`src/rtl/mem_access_stage.sv`:
```
// MEM-stage data-memory access controller: turns load/store into a
// req/ack bus transaction and holds Stall_M until it completes.
//
// Ports:
//   clk, rst_n              clock, async active-low reset
//   MemRead_M, MemWrite_M   load / store in MEM (both set = store)
//   Flush_M                 kill MEM instruction (only in IDLE)
//   ALUOut_M, WriteData_M   effective address, store data
//   mem_req/we/addr/wdata   registered bus request
//   mem_ack, mem_rdata      bus completion pulse, read data
//   Stall_M                 combinational pipeline freeze
//   ReadData_M              load result to MEM/WB
//   bus_err                 sticky timeout flag
//   misalign_M              misaligned-op trap pulse (MISALIGN_TRAP_EN)
//
// Build option: define MISALIGN_TRAP_EN to trap misaligned ops;
// otherwise the low two address bits are dropped.

module mem_access_stage #(
    parameter int ADDR_W  = 32,
    parameter int DATA_W  = 32,
    parameter int TIMEOUT = 255
) (
    input  logic              clk,
    input  logic              rst_n,
    input  logic              MemRead_M,
    input  logic              MemWrite_M,
    input  logic              Flush_M,
    input  logic [ADDR_W-1:0] ALUOut_M,
    input  logic [DATA_W-1:0] WriteData_M,
    output logic              mem_req,
    output logic              mem_we,
    output logic [ADDR_W-1:0] mem_addr,
    output logic [DATA_W-1:0] mem_wdata,
    input  logic              mem_ack,
    input  logic [DATA_W-1:0] mem_rdata,
    output logic              Stall_M,
    output logic [DATA_W-1:0] ReadData_M,
`ifdef MISALIGN_TRAP_EN
    output logic              misalign_M,
`endif
    output logic              bus_err
);

    localparam int CNT_W = (TIMEOUT > 1) ? $clog2(TIMEOUT) : 1;
    localparam logic [CNT_W-1:0] TMO_LAST =
        CNT_W'((TIMEOUT > 0) ? TIMEOUT - 1 : 0);

    typedef enum logic [1:0] {
        IDLE = 2'd0,
        REQ  = 2'd1,
        DONE = 2'd2
    } state_t;

    state_t            state_q;
    state_t            state_d;
    logic [CNT_W-1:0]  cnt_q;
    logic              op;
    logic              misaligned;
    logic              issue;
    logic              tmo_hit;
    logic              stall_d;
    logic [ADDR_W-1:0] bus_addr;

    assign op = (MemRead_M | MemWrite_M) & ~Flush_M;

`ifdef MISALIGN_TRAP_EN
    assign misaligned = op & (ALUOut_M[1:0] != 2'b00);
    assign bus_addr   = ALUOut_M;
    assign misalign_M = rst_n & (state_q == IDLE) & misaligned;
`else
    logic unused_addr_lo;
    assign misaligned     = 1'b0;
    assign unused_addr_lo = ^ALUOut_M[1:0];
    assign bus_addr       = {ALUOut_M[ADDR_W-1:2], 2'b00};
`endif

    assign issue = op & ~misaligned;

    // Counter holds the number of REQ cycles already elapsed, so the
    // TIMEOUT-th REQ cycle is the one that sees cnt_q == TIMEOUT-1.
    assign tmo_hit = (TIMEOUT != 0) && (cnt_q == TMO_LAST);

    always_comb begin
        state_d = state_q;
        stall_d = 1'b0;
        unique case (state_q)
            IDLE: begin
                stall_d = issue;
                if (issue) state_d = REQ;
            end
            REQ: begin
                stall_d = 1'b1;
                if (mem_ack || tmo_hit) state_d = DONE;
            end
            DONE: begin
                state_d = IDLE;
            end
            default: begin
                state_d = IDLE;
            end
        endcase
    end

    // Gate with reset so the pipeline unfreezes the moment reset hits.
    assign Stall_M = stall_d & rst_n;

    always_ff @(posedge clk or negedge rst_n) begin
        if (!rst_n) begin
            state_q    <= IDLE;
            cnt_q      <= '0;
            mem_req    <= 1'b0;
            mem_we     <= 1'b0;
            mem_addr   <= '0;
            mem_wdata  <= '0;
            ReadData_M <= '0;
            bus_err    <= 1'b0;
        end else begin
            state_q <= state_d;
            unique case (state_q)
                IDLE: begin
                    cnt_q <= '0;
                    if (issue) begin
                        mem_req   <= 1'b1;
                        mem_we    <= MemWrite_M;
                        mem_addr  <= bus_addr;
                        mem_wdata <= WriteData_M;
                    end
                    if (misaligned && !MemWrite_M) begin
                        ReadData_M <= '0;
                    end
                end
                REQ: begin
                    cnt_q <= cnt_q + CNT_W'(1);
                    if (mem_ack) begin
                        mem_req <= 1'b0;
                        if (!mem_we) ReadData_M <= mem_rdata;
                    end else if (tmo_hit) begin
                        mem_req <= 1'b0;
                        bus_err <= 1'b1;
                        if (!mem_we) ReadData_M <= '0;
                    end
                end
                DONE: begin
                    cnt_q <= '0;
                end
                default: begin
                    cnt_q <= '0;
                end
            endcase
        end
    end

endmodule

```
`config.mk`:
```
export PLATFORM = sky130hd
export DESIGN_NAME = mem_access_stage
export DESIGN_NICKNAME = d
export VERILOG_FILES = /design/src/rtl/mem_access_stage.sv
export SDC_FILE = /design/constraint.sdc
export NUM_CORES = 1
export LEC_CHECK = 0
export CELL_PAD_IN_SITES_DETAIL_PLACEMENT = 1
export CELL_PAD_IN_SITES_GLOBAL_PLACEMENT = 1
export CORE_ASPECT_RATIO = 1.5
export CORE_MARGIN = 10
export CORE_UTILIZATION = 32
export DETAILED_ROUTE_END_ITERATION = 6
export PLACE_DENSITY_LB_ADDON = 0.1
export SLEW_MARGIN = 0
export SYNTH_ARGS = -nofsm -noshare
export SYNTH_HDL_FRONTEND = slang
export SYNTH_SLANG_ARGS = --single-unit
```
`constraint.sdc`:
```
create_clock -name clk -period 1.7 [get_ports clk]
set_input_delay 0.255 -clock clk [delete_from_list [all_inputs] [get_ports clk]]
set_output_delay 0.255 -clock clk [all_outputs]
set_load 0.02 [all_outputs]
```
## After elaboration in Yosys (flattened, before gate mapping)

Cells that the tools add are included.

| word-level totals | value |
|---|---|
| bits in registers | 107 |
| input port bits | 102 |
| output and inout port bits | 100 |
| logic and storage cells | 43 |

| operators by class | value |
|---|---|
| add/sub/neg operators | 1 |
| equality and inequality tests | 7 |
| multiplexer cells | 13 |
| bitwise gates (word level) | 5 |
| reduce and logical (&&, ||, !) cells | 9 |

Operators with widths:

| operator | number |
|---|---|
| 2-to-1 mux 32 bit | 4 |
| adder 8 x 1 -> 8 bit (second input constant) | 1 |
| == test 8 bit (second input constant) | 1 |
| 2-to-1 mux 8 bit | 1 |
| != test 2 bit (second input constant) | 4 |
| AND reduction 3 bit | 2 |
| 2-to-1 mux 2 bit | 2 |
| one-hot mux 1 bit (2 select lines) | 2 |
| one-hot mux 2 bit (2 select lines) | 1 |
| AND reduction 2 bit | 2 |
| AND reduction 4 bit | 1 |
| nonzero test 2 bit | 2 |
| 2-to-1 mux 1 bit | 3 |
| != test 3 bit (second input constant) | 1 |
| AND 1 bit | 2 |
| == test 2 x 1 -> 1 bit (second input constant) | 1 |
| zero test 2 bit | 1 |
| NOT 1 bit | 2 |
| logical OR 1 bit | 1 |
| OR 1 bit | 1 |

## Longest topological paths before layout

Gate-level depths: netlist of the first run.

| logic depth | value |
|---|---|
| depth in word-level cells | 4 |
| gate-level depth with buffers | 6 |
| gate-level depth less buffers | 5 |

## Worst setup path after synthesis of the first run

Ideal clock, no wire load.

| timing | value |
|---|---|
| path type | register to register |
| start | register mem_we |
| end | register ReadData_M[0] |
| library setup time | 0.132 ns |
| arrival time | 1.324 ns |
| required time | 1.568 ns |
| slack | 0.243 ns |
| cell stages (with the launch flop) | 6 |
| buffers on the path | 2 |
| clock period less this slack | 1.457 ns |
| cells stage by stage | dfrtp_1 > or3b_1 > buf_6 > buf_6 > a22oi_1 > o21ai_1 |

| between the ends | value |
|---|---|
| word-level cells in the longest chain between the ends | 2 |
| elaborated cells on any way between the ends | 3 |
| those cells by class | 2 x eq/ne; 1 x reduce/logical |

Ends and longest elaborated chain:

| item | RTL line | source |
|---|---|---|
| start: declaration | 32 | `output logic mem_we,` |
| start signal: assignment | 125 | `mem_we <= MemWrite_M;` |
| != test 2 bit (no line) | -- |  |
| AND reduction 4 bit (no line) * | -- |  |
| end signal: assignment | 137 | `if (!mem_we) ReadData_M <= mem_rdata;` |
| end: declaration | 38 | `output logic [DATA_W-1:0] ReadData_M,` |

Every way passes the cells marked *; elsewhere a longest branch is shown, timed or not.
A chain may end at the register's enable or synchronous reset.

## Worst setup path after layout of the first run

| timing | value |
|---|---|
| start | register ReadData_M[6] |
| end | output ReadData_M[6] |

No word-level cell between the ends.

==> flow_metrics.env, run 1 <==
export IMPL_rsz0062_at_grt="no"
export IMPL_synth_edff_count=0
export IMPL_reg2reg_to="ReadData_M[10]"
export IMPL_detail_route_vias_per_cell=4.94
export IMPL_grt_max_degree=108
export IMPL_slew_violations=0
export IMPL_netlist_instances=336
export IMPL_dp_hpwl_um=10400
export IMPL_timing_rr_start="state_q[1]"
export IMPL_avgSynthCellArea_um2=13.2
export IMPL_violations="hold timing"
export IMPL_synth_commonest_cells="dfrtp_1 (107), mux2_2 (63), nand2b_1 (33)"
export IMPL_rr_worst_depth=5
export IMPL_synth_largest_area_cell="dfrtp_1"
export IMPL_power_switching_mw=3.66
export IMPL_route_detailed_drc=0
export IMPL_seq_area_frac_synth_pct=60.2
export IMPL_antenna_found_initial=0
export IMPL_critical_path_startpoint="ReadData_M[6]"
export IMPL_yosysWarnings=0
export IMPL_seq_area_um2=2680
export IMPL_busiest_layer="met2"
export IMPL_insertedDiodeCount=0
export IMPL_cp_num_buf_inv=1
export IMPL_vias=3460
export IMPL_clock_skew_ns=0.00898
export IMPL_numCtsBuffers=9
export IMPL_status="finished, violations left"
export IMPL_drt_total_wl_um=14100
export IMPL_power_switching_share_pct=34.7
export IMPL_relSlewSlack_pct=59.7
export IMPL_grt_pass1_wl_um=22000
export IMPL_finalCritPeriodShare_pct=96.5
export IMPL_clock_root_buffer="clkbuf_16"
export IMPL_cts_hold_buf=0
export IMPL_p_clk_share_pct=20.3
export IMPL_io_buffers=197
export IMPL_worst_pin_slew_ns=0.605
export IMPL_cts_tree="built"
export IMPL_postCtsSetupBuffers=0
export IMPL_synthFlopType="dfrtp_1"
export IMPL_design_die_area_um2=19100
export IMPL_use_met1_pct=16.0
export IMPL_post_drt_wl_per_cell_um=20.2
export IMPL_crit_path_start_kind="register"
export IMPL_cts_resized=6
export IMPL_path_max_fanout=3
export IMPL_dp_cells=685
export IMPL_htreeDepth=3
export IMPL_synth_area_um2=4450
export IMPL_path_delay_family="buffers and inverters"
export IMPL_cts_reportedPaths_clkPinSlew_ns=0.07
export IMPL_drtIter0Drc=125
export IMPL_yosysTopAreaCellShare_pct=60.2
export IMPL_post_route_util_pct=51.0
export IMPL_period_needed_ns=1.64
export IMPL_clockBufferDepth=2
export IMPL_die_w_um=116
export IMPL_crit_end="ReadData_M[6]"
export IMPL_synth_async_reset_ratio_pct=100
export IMPL_max_stage_delay_ns=0.64
export IMPL_power_total_mw=10.6
export IMPL_grt_pass1_vias=3933
export IMPL_clock_latency_ns=0.35
export IMPL_row_count=52
export IMPL_finalWorstSetupSlack_ns=0.0600
export IMPL_crit_arrival_ns=1.38
export IMPL_overflow=0
export IMPL_p_per_area_nw_per_um2=1530
export IMPL_drtPass1Iterations=4
export IMPL_ant_nets=0
export IMPL_combPwrFrac_pct=42.9
export IMPL_pin_count=202
export IMPL_cellLeakagePower_nw=2.83
export IMPL_multi_input_area_um2=1630
export IMPL_synth_area_top_cells="dfrtp_1 (60%), mux2_2 (16%), nand2b_1 (4.6%)"
export IMPL_grt_use_met2_pct=23.1
export IMPL_synth_seq_cells=107
export IMPL_drv_cap=0
export IMPL_cts_num_sinks=107
export IMPL_hp_class="in -> async"
export IMPL_cp_depth=1
export IMPL_grtUsageMet3_pct=9.55
export IMPL_p_int_mw=6.91
export IMPL_slowest_stage="clkdlybuf4s50_1"
export IMPL_synth_most_common_cell="dfrtp_1"
export IMPL_endpoint_kind="output port"
export IMPL_critPathRequiredTime_ns=1.44
export IMPL_critPathKind="reg -> out"
export IMPL_ir_worst_vdd_mv=0.873
export IMPL_layout_cells_non_filler=700
export IMPL_final_net_count=638
export IMPL_initial_core_util_pct=32.7
export IMPL_finalSetupViolCount=0
export IMPL_gp_congestion=0.722
export IMPL_nFillCells=1412
export IMPL_pwr_share_seq_pct=36.8
export IMPL_yosysUniqueCellTypes=34
export IMPL_die_h_um=164
export IMPL_fmax_ghz=0.610
export IMPL_core_region_area_um2=13600
export IMPL_dp_slack_ns=-0.421
export IMPL_finalHoldViolCount=8
export IMPL_r2r_setup_slack_ns=0.10
export IMPL_areaGrowthSynthToFinish_pct=55.7
export IMPL_grt_use_total_pct=14.7
export IMPL_cp_cell_sequence="clkdlybuf4s50_1"
export IMPL_holdWs_ns=-0.0277
export IMPL_layout_drive_gt1_share_pct=19.3
==> worst min path at each step <==
stage | start | endpoint | cells past startpoint
floorplan | rst_n | ReadData_M[0] | 0
global placement | rst_n | ReadData_M[1] | 2
detailed placement | rst_n | ReadData_M[3] | 2
CTS | rst_n | mem_wdata[30] | 2
global route | rst_n | ReadData_M[1] | 2
finish | rst_n | ReadData_M[3] | 2
==> kinds of logic after synthesis <==
group / share of synthesized area [%]
other: 0.0843
XOR/XNOR: 0.590
AND/OR/NAND/NOR: 7.82
AO/OA/AOI/OAI: 11.6
adder cells (fa/ha/maj): 0.562
buffers and inverters: 3.26
flip-flops: 60.2
multiplexers: 15.9
==> final cells by class <==
class                   instances  area share [%]
clock buffers                   9            3.25
well taps                     162            2.92
clock inverters                 6            1.07
inverters                       1          0.0542
flip-flops and latches        107            38.6
repair buffers                210            30.5
multi-input cells             205            23.5
==> flip-flops by register name (all words and copies together) (netlist names) <==
signal,flops
bus_err,1
cnt_q,8
mem_we,1
mem_wdata,32
state_q,2
mem_req,1
mem_addr,30
ReadData_M,32
==> per-stage QoR <==
step	TNS, ns	area [um2]
5_1_grt	0	6930
3_5_place_dp	-13.87	6630
4_1_cts	0	6930
2_1_floorplan	0	4450
6_report	0	6930
3_3_place_gp	-12.73	6630
==> placed cells by master (no fill, tap or decap), types with 2 or more instances in the layout <==
| master | instances |
|---|---|
| clkbuf_16 | 9 |
| or3_1 | 3 |
| buf_12 | 4 |
| inv_6 | 2 |
| clkinv_4 | 3 |
| a22oi_1 | 24 |
| ha_1 | 2 |
| buf_4 | 11 |
| mux2_2 | 63 |
| conb_1 | 2 |
| o21ai_0 | 5 |
| xor2_1 | 2 |
| nand2_1 | 2 |
| a21oi_1 | 4 |
| nand2b_1 | 33 |
| dfrtp_1 | 107 |
| a22oi_2 | 8 |
| nor2_1 | 9 |
| o21ai_1 | 30 |
| nand3_1 | 4 |
| clkdlybuf4s50_1 | 193 |
==> per-layer routing <==
metal,share of wire [%],up-vias,routed length (um)
li1,-,1572,-
met1,38,1723,5320
met2,47,151,6640
met3,14,14,1990
met4,1.4,0,191
met5,0,-,0
==> power groups by stage <==
stage               registers [mW]  logic [mW]  clock network, mW
global route                  4.02        4.86               2.31
detailed placement            3.94        4.61                  0
floorplan                     4.86        1.26                  0
global placement              3.87        4.55                  0
CTS                           3.90        4.63               2.23
finish                        3.89        4.54               2.14
==> worst register-to-register path, stage by stage, from the launching register on <==
cell     delay [ns]
dfrtp_1        0.39
buf_4          0.15
or3b_1         0.41
buf_12         0.19
a22oi_1        0.23
o21ai_1        0.10
Power figures use the tool's default switching activity.
==> run 2, diff against run 1 <==
Settings changed: SLEW_MARGIN 0 to unset.
==> results of run 2 <==
The final DEF is identical to that of run 1; final timing and power are the same.
